File: src/rtl/pattern_seq_pkg.sv
// Shared types and helpers for the frame-synchronous pattern select controller.
// Optional auto-cycle support is built when PATTERN_SEQ_AUTO_EN is defined.
package pattern_seq_pkg;

  localparam int FRAME_CNT_W = 16;
  localparam int SEL_W_DEF   = 3;

  typedef enum logic [1:0] {
    WAIT   = 2'd0,
    MANUAL = 2'd1,
    AUTO   = 2'd2
  } seq_state_e;

  // Out-of-range selects map onto the last legal pattern.
  function automatic int unsigned clamp_sel(input int unsigned sel,
                                            input int unsigned num_patterns);
    return (sel >= num_patterns) ? num_patterns - 1 : sel;
  endfunction

endpackage

File: src/rtl/pattern_sequencer_frame_debounce.sv
// Switch synchroniser plus frame-rate debouncer; samples only on frame_tick.
// commit_sel already reflects a commit made in the current tick cycle.
module frame_debounce
  import pattern_seq_pkg::*;
#(
  parameter int SEL_W           = SEL_W_DEF,
  parameter int NUM_PATTERNS    = 8,
  parameter int DEBOUNCE_FRAMES = 3
) (
  input  logic             clock,
  input  logic             rst,
  input  logic             frame_tick,
  input  logic [SEL_W-1:0] SW,
  output logic [SEL_W-1:0] commit_sel
);

  localparam int RUN_W = $clog2(DEBOUNCE_FRAMES + 1);

  logic [SEL_W-1:0] sw_p0, sw_p1;
  logic [SEL_W-1:0] cand, cand_nxt;
  logic [SEL_W-1:0] committed, committed_nxt;
  logic [RUN_W-1:0] run, run_nxt;

  always_comb begin
    cand_nxt      = cand;
    run_nxt       = run;
    committed_nxt = committed;
    if (frame_tick) begin
      if (sw_p1 != cand) begin
        cand_nxt = sw_p1;
        run_nxt  = RUN_W'(1);
      end else if (run != RUN_W'(DEBOUNCE_FRAMES)) begin
        run_nxt = run + RUN_W'(1);
      end
      if (run_nxt == RUN_W'(DEBOUNCE_FRAMES))
        committed_nxt = SEL_W'(clamp_sel(32'(cand_nxt), NUM_PATTERNS));
    end
  end

  assign commit_sel = committed_nxt;

  // p0/p1: two-flop synchroniser for the asynchronous switches
  always_ff @(posedge clock or negedge rst) begin
    if (!rst) begin
      sw_p0     <= '0;
      sw_p1     <= '0;
      cand      <= '0;
      run       <= '0;
      committed <= '0;
    end else begin
      sw_p0     <= SW;
      sw_p1     <= sw_p0;
      cand      <= cand_nxt;
      run       <= run_nxt;
      committed <= committed_nxt;
    end
  end

endmodule

File: src/rtl/pattern_sequencer.sv
// Frame-synchronous pattern select controller between vtc and pg.
// Define PATTERN_SEQ_AUTO_EN to build the AUTO state and step counter.
module pattern_sequencer
  import pattern_seq_pkg::*;
#(
  parameter int SEL_W           = SEL_W_DEF,
  parameter int NUM_PATTERNS    = 8,
  parameter int DEBOUNCE_FRAMES = 3,
  parameter int FRAMES_PER_STEP = 60
) (
  input  logic                   clock,
  input  logic                   rst,
  input  logic                   vSync,
  input  logic [SEL_W-1:0]       SW,
  input  logic                   auto_mode,
  output logic [SEL_W-1:0]       pat_sel,
  output logic                   pat_update,
  output logic                   auto_active,
  output logic [FRAME_CNT_W-1:0] frame_count
);

  logic             vsync_p0, vsync_p1;
  logic             frame_tick;
  logic [SEL_W-1:0] commit_sel;
  logic [SEL_W-1:0] sel_nxt;
  seq_state_e       state, state_nxt;

  // p0: registered vSync, p1: its history for the falling-edge strobe
  always_ff @(posedge clock or negedge rst) begin
    if (!rst) begin
      vsync_p0 <= 1'b0;
      vsync_p1 <= 1'b0;
    end else begin
      vsync_p0 <= vSync;
      vsync_p1 <= vsync_p0;
    end
  end

  assign frame_tick = vsync_p1 & ~vsync_p0;

  frame_debounce #(
    .SEL_W           (SEL_W),
    .NUM_PATTERNS    (NUM_PATTERNS),
    .DEBOUNCE_FRAMES (DEBOUNCE_FRAMES)
  ) u_debounce (
    .clock      (clock),
    .rst        (rst),
    .frame_tick (frame_tick),
    .SW         (SW),
    .commit_sel (commit_sel)
  );

`ifdef PATTERN_SEQ_AUTO_EN
  localparam int STEP_W = (FRAMES_PER_STEP > 1) ? $clog2(FRAMES_PER_STEP) : 1;

  logic [STEP_W-1:0] step, step_nxt;

  always_comb begin
    state_nxt = state;
    sel_nxt   = pat_sel;
    step_nxt  = step;
    if (frame_tick) begin
      unique case (state)
        WAIT: state_nxt = MANUAL;
        MANUAL: begin
          if (auto_mode) begin
            state_nxt = AUTO;
            step_nxt  = '0;
          end else begin
            sel_nxt = commit_sel;
          end
        end
        AUTO: begin
          // Leaving AUTO wins over a step wrap due in the same tick.
          if (!auto_mode) begin
            state_nxt = MANUAL;
            sel_nxt   = commit_sel;
          end else if (step == STEP_W'(FRAMES_PER_STEP - 1)) begin
            step_nxt = '0;
            sel_nxt  = (pat_sel == SEL_W'(NUM_PATTERNS - 1)) ? '0 : pat_sel + SEL_W'(1);
          end else begin
            step_nxt = step + STEP_W'(1);
          end
        end
        default: state_nxt = WAIT;
      endcase
    end
  end

  always_ff @(posedge clock or negedge rst) begin
    if (!rst) step <= '0;
    else      step <= step_nxt;
  end

  assign auto_active = (state == AUTO);
`else
  logic unused_auto;

  always_comb begin
    state_nxt = state;
    sel_nxt   = pat_sel;
    if (frame_tick) begin
      unique case (state)
        WAIT:    state_nxt = MANUAL;
        MANUAL:  sel_nxt   = commit_sel;
        default: state_nxt = WAIT;
      endcase
    end
  end

  assign unused_auto = auto_mode ^ (FRAMES_PER_STEP == 0);
  assign auto_active = 1'b0;
`endif

  // Output registers: select, change pulse and frame counter
  always_ff @(posedge clock or negedge rst) begin
    if (!rst) begin
      state       <= WAIT;
      pat_sel     <= '0;
      pat_update  <= 1'b0;
      frame_count <= '0;
    end else begin
      state      <= state_nxt;
      pat_sel    <= sel_nxt;
      pat_update <= (sel_nxt != pat_sel);
      if (frame_tick) frame_count <= frame_count + FRAME_CNT_W'(1);
    end
  end

endmodule

File: config.mk
export PLATFORM = sky130hd
export DESIGN_NAME = pattern_sequencer
export DESIGN_NICKNAME = d
export VERILOG_FILES = /design/src/rtl/pattern_seq_pkg.sv /design/src/rtl/pattern_sequencer_frame_debounce.sv /design/src/rtl/pattern_sequencer.sv
export SDC_FILE = /design/constraint.sdc
export NUM_CORES = 1
export LEC_CHECK = 0
export BUFFER_PORTS_ARGS = -buffer_cell sky130_fd_sc_hd__buf_2
export CAP_MARGIN = 10
export CORE_MARGIN = 2
export CORE_UTILIZATION = 39
export CTS_CLUSTER_SIZE = 28
export DETAILED_ROUTE_END_ITERATION = 10
export GPL_TIMING_DRIVEN = 0
export PLACE_DENSITY = 0.59
export SLEW_MARGIN = 20
export SYNTH_ARGS = -nofsm -noshare
export SYNTH_HDL_FRONTEND = slang
export SYNTH_SLANG_ARGS = --single-unit
File: constraint.sdc
create_clock -name clock -period 1.6 [get_ports clock]
set_input_delay 0 -clock clock [delete_from_list [all_inputs] [get_ports clock]]
set_output_delay 0 -clock clock [all_outputs]
set_load 0.1 [all_outputs]
Yosys cells after proc, flatten, opt, wreduce, memory -nomap -nowiden --
Cells that the tools add are included. Widths: inputs -> output; s select.
Storage, ports and cells: flip-flop bits (word level) 38, input bits 7
Operators by class: reduce and logical (&&, ||, !) cells 2, equality and inequality tests 5, bitwise logic cells 3, mux-type cells 9, $add $sub $neg 2
Operators by type and width (count):
- $add 16x1->16 const B | 1
- $mux 3 | 5
- $mux 2 | 3
- $ne 3x3->1 | 2
- $pmux 2 s2 | 1
- $add 2x1->2 const B | 1
- $eq 2x1->1 const B | 1
- $eq 2x2->1 const B | 1
- $logic_not 2->1 | 1
- $ne 2x2->1 const B | 1
- $not 1->1 | 2
- $reduce_and 2->1 | 1
- $and 1x1->1 | 1

Longest topological paths before layout --
depth in word-level cells 10, depth in mapped cells 5, mapped depth without buffers 5

Cells and area by module --
From an unflattened synthesis, not the netlist that was laid out.
Unflattened totals: cells, all modules 106, area total of the unflattened synthesis 1475.2 µm²
By module, submodules not included:
- pattern_sequencer | area each 958.4 µm², cells each 75, instances 1
- frame_debounce | area each 516.7 µm², cells each 31, instances 1

Worst setup path before layout --
OpenSTA, ideal clock, no wires.
kind reg-to-reg, from register frame_count[0], to register frame_count[14], cell stages (with the launch flop) 6, library setup time 158 ps, required time 1442 ps, setup slack -446 ps, buffers on the path 0, data arrival time 1887 ps, cells stage by stage dfrtp_1 ha_1 nand2_1 nor3_1 nand4_1 xnor2_1
On the way: cells in the longest elaborated chain, start to end 1
RTL lines:
- start: declaration | line pattern_sequencer.sv:19 | output logic [FRAME_CNT_W-1:0] frame_count
- start signal: assignment | line pattern_sequencer.sv:126 | if (frame_tick) frame_count <= frame_count + FRAME_CNT_W'(1);
- $add 16x1->16 | line pattern_sequencer.sv:126
No other way between the ends. A chain may end at the register's enable or synchronous reset.

Worst setup path in the final report --
from register u_debounce.sw_p1[0], to register pat_update
On the way: cells in the longest elaborated chain, start to end 9
RTL lines:
- start: declaration | line pattern_sequencer_frame_debounce.sv:19 | logic [SEL_W-1:0] sw_p0, sw_p1;
- start signal: assignment | line pattern_sequencer_frame_debounce.sv:52 | sw_p1 <= sw_p0;
- $ne 3x3->1 | line pattern_sequencer_frame_debounce.sv:29 | if (sw_p1 != cand) begin
- $mux 2 | line pattern_sequencer_frame_debounce.sv:29
- $mux 2 | line pattern_sequencer_frame_debounce.sv:28 | if (frame_tick) begin
- $eq 2x2->1 | line pattern_sequencer_frame_debounce.sv:35 | if (run_nxt == RUN_W'(DEBOUNCE_FRAMES))
- $mux 3 * | line pattern_sequencer_frame_debounce.sv:35
- $mux 3 * | line pattern_sequencer_frame_debounce.sv:28
- $mux 3 * | line pattern_sequencer.sv:103 | unique case (state)
- $mux 3 * | line pattern_sequencer.sv:102 | if (frame_tick) begin
- $ne 3x3->1 * | line pattern_sequencer.sv:125 | pat_update <= (sel_nxt != pat_sel);
- end signal: assignment | line pattern_sequencer.sv:125
- end: declaration | line pattern_sequencer.sv:17 | output logic pat_update,
Mark *: on every way between the ends. The rest lies on a longest branch, timed or not. The select of a mux whose other input is x is not followed.

==> results.md <==
* Antenna Nets Post-Route at 0
* Post-synthesis average cell area at 12.8 um^2
* Final HPWL DP at 1.70 mm
* Hold crit path type: input pin to asynchronous set/reset pin
* Die Height at 65.2 um
* Initial Utilization at 40.3%
* Die X at 65.2 um
* Net Sw Frac at 45.5%
* Final Max Slew Viols at 0
* Vias per cell at 4.59
* Synth-to-Final Area Change at 31.1%
* Hold Vio Cnt, Final at 0
* Internal at 1.77 mW
* Tmin final at 1730 ps
* Seq pwr share at 40.2%
* FF+latch count, synth at 37
* Cell Area, Synth at 1460 um^2
* All-Layer GR Usage at 14.7%
* CTS clock-pin slew for the worst setup and hold paths at 60 ps
* Peak supply drop at 1.22 mV
* Max Root-Sink Buffers at 2
* DIE AREA at 4260 um^2
* Share of cells above drive strength 1 at 39.9%
* Status: complete, but fails checks
* WP data required at 1770 ps
* Pre-CTS WS at -165 ps
* Mapped Nets at 122
* Crit end category: register
* P_sw at 1.48 mW
* Failing checks: setup timing
* H-tree Lvls at 2
* Leak Pwr at 0.885 nW
* DR vias at 945
* Worst Setup Start Kind: register
* Drt wl/cell at 12.3 um
* Worst slew margin at 47.3%
* Clock share of power at 18.9%
* Final setup fails at 4
* Gate Count Post-Synth at 114
* Initial antenna violation count at 0
* Final worst-path cycle share at 108%
* Setup WS post-layout at -133 ps
* # IOs at 28
* Comb power frac at 40.8%
* Synthesis warning total at 0
* CORE AREA at 3630 um^2
* Worst-Margin Slew at 791 ps
* Clock Skew at 6.33 ps
* P per Cell Area at 1700 nW/um^2
* Port Buf Inserts at 25
* Total gr overflow at 0
* Sequential share of the synthesized area at 63.3%
* Kind of critical path: register to register
* Routed wire length at 2.54 mm
* MaxCap Viol Count at 0
* Achievable Freq at 577 MHz
* Smallest hold slack at 327 ps
* Largest net degree at the start of global routing at 38
* First-pass GRT wire length at 4.51 mm
* Vias in the first global route at 985
* Data arrival, critical path at 1900 ps
* Clock Sinks at 37
* Post-route DRC at 0
* Row cnt at 22
* CTS buffer count at 5
* RR Startpoint: u_debounce.sw_p1[0]
* Depth of the most critical reg-to-reg path at 6
* Routability Congestion at 0.783
* Worst-skew pair later-pin latency at 290 ps
* Most frequent cells in the layout: buf_2 (26), dfrtp_1 (26), xor2_1 (10), nand2_1 (10), xnor2_1 (10)
* Diode count at 0
* CTS tree: built
* 1st-iter DRT viols at 31
* Unrepaired setup endpoints after global routing: true
* Root buffer cell: clkbuf_8
* Flop2flop setup slack at -130 ps
* Number of nets in the layout at 165
* RR Endpoint: pat_update
* Power consumption at 3.26 mW
* Distinct cells, synth at 26
* 1st-pass router iterations at 4
* CP Max Fanout at 3
power groups by stage:
stage	Clock, mW	Sequential [mW]	Combinational (mW)
after floorplan	0	2.05	0.255
after global placement	0	1.30	1.18
after detailed placement	0	1.31	1.19
after CTS	0.641	1.31	1.25
after global routing	0.674	1.34	1.40
final	0.617	1.31	1.33
cell families (layout without fill, tap and decap cells):
group,Yosys count,after routing,share of synthesized area [%]
flops,37,37,63.3
simple gates,36,36,14.1
xor+xnor,21,21,12.6
mux,7,7,5.13
compound gates,6,6,2.14
buf+inv,5,49,1.63
fa+ha+maj,1,1,0.855
other cells,1,1,0.256
Yosys cell counts:
cell | number | area share (%)
dfrtp_1 | 37 | 63
xor2_1 | 11 | 6.6
nand2_1 | 10 | 2.6
xnor2_1 | 10 | 6.0
nor2_1 | 7 | 1.8
nand4_1 | 5 | 2.1
mux2_2 | 4 | 3.1
nand3_1 | 4 | 1.4
inv_1 | 3 | 0.77
mux2i_1 | 3 | 2.1
o21ai_0 | 3 | 1.0
a21oi_1 | 2 | 0.68
nor3_1 | 2 | 0.68
a31oi_1 | 1 | 0.43
and3_1 | 1 | 0.43
buf_2 | 1 | 0.34
buf_4 | 1 | 0.51
conb_1 | 1 | 0.26
ha_1 | 1 | 0.86
nand2b_1 | 1 | 0.43
nand3b_4 | 1 | 1.4
nand4b_1 | 1 | 0.60
nor2b_1 | 1 | 0.43
nor4_4 | 1 | 1.5
or2_2 | 1 | 0.43
or3_1 | 1 | 0.43
timing repair:
action                                  CTS  global route
hold buffers                              5             0
pin swaps                                 2             5
resized for setup                         7             6
endpoints found under the setup margin    5             6
buffers inserted                          3             3
hold endpoints to repair                 41             0
registers in the layout, summed over array words and instances, names as in the netlist:
signal	cells
vsync_p1	1
u_debounce.sw_p0	3
u_debounce.committed	3
state	1
pat_sel	3
vsync_p0	1
u_debounce.run	2
u_debounce.cand	3
u_debounce.sw_p1	3
frame_count	16
pat_update	1
through the flow:
stage          setup TNS (ps)  util [%]  instance area, um^2  instances
2_1_floorplan               0         -                 1500        114
4_1_cts                  -108      51.5                 1870        203
3_3_place_gp             -146      46.3                 1680        187
5_1_grt                  -878      52.8                 1920        206
6_report                 -348      52.8                 1920        206
3_5_place_dp             -177      46.3                 1680        187
critical path, stage by stage, from the launching register on:
cell and delay (ps):
dfrtp_1 410, xor2_2 200, nor4_4 270, buf_6 180, mux2i_4 250, xor2_1 200
a31oi_1 100
worst max-delay path by stage:
stage                                   start         endpoint  slack [ps]  depth (start not counted)
after CTS                  u_debounce.cand[0]       pat_update         -90                          6
after detailed placement  u_debounce.sw_p1[0]       pat_update        -170                          5
after global placement    u_debounce.sw_p1[0]       pat_update        -150                          5
final                     u_debounce.sw_p1[0]       pat_update        -130                          6
after global routing      u_debounce.sw_p1[0]       pat_update        -230                          6
after floorplan                frame_count[4]  frame_count[15]          10                          5
layout make-up:
cell class,count,area (um^2)
Timing Repair Buffer,36,231
Clock buffer,8,80.1
Inverter,3,11.3
Tap cell,48,60.1
Buffer,2,12.5
Multi-Input combinational cell,72,566
Fill cell,346,1720
Sequential cell,37,957
metal layers:
metal	GRT usage [%]	wire, um	vias to the layer above
met1	17.5	1130	457
li1	-	-	463
met4	10.9	79	0
met3	4.45	103	7
met2	22.2	1220	18
met5	0	0	-
(Power assumes the default switching activity.)
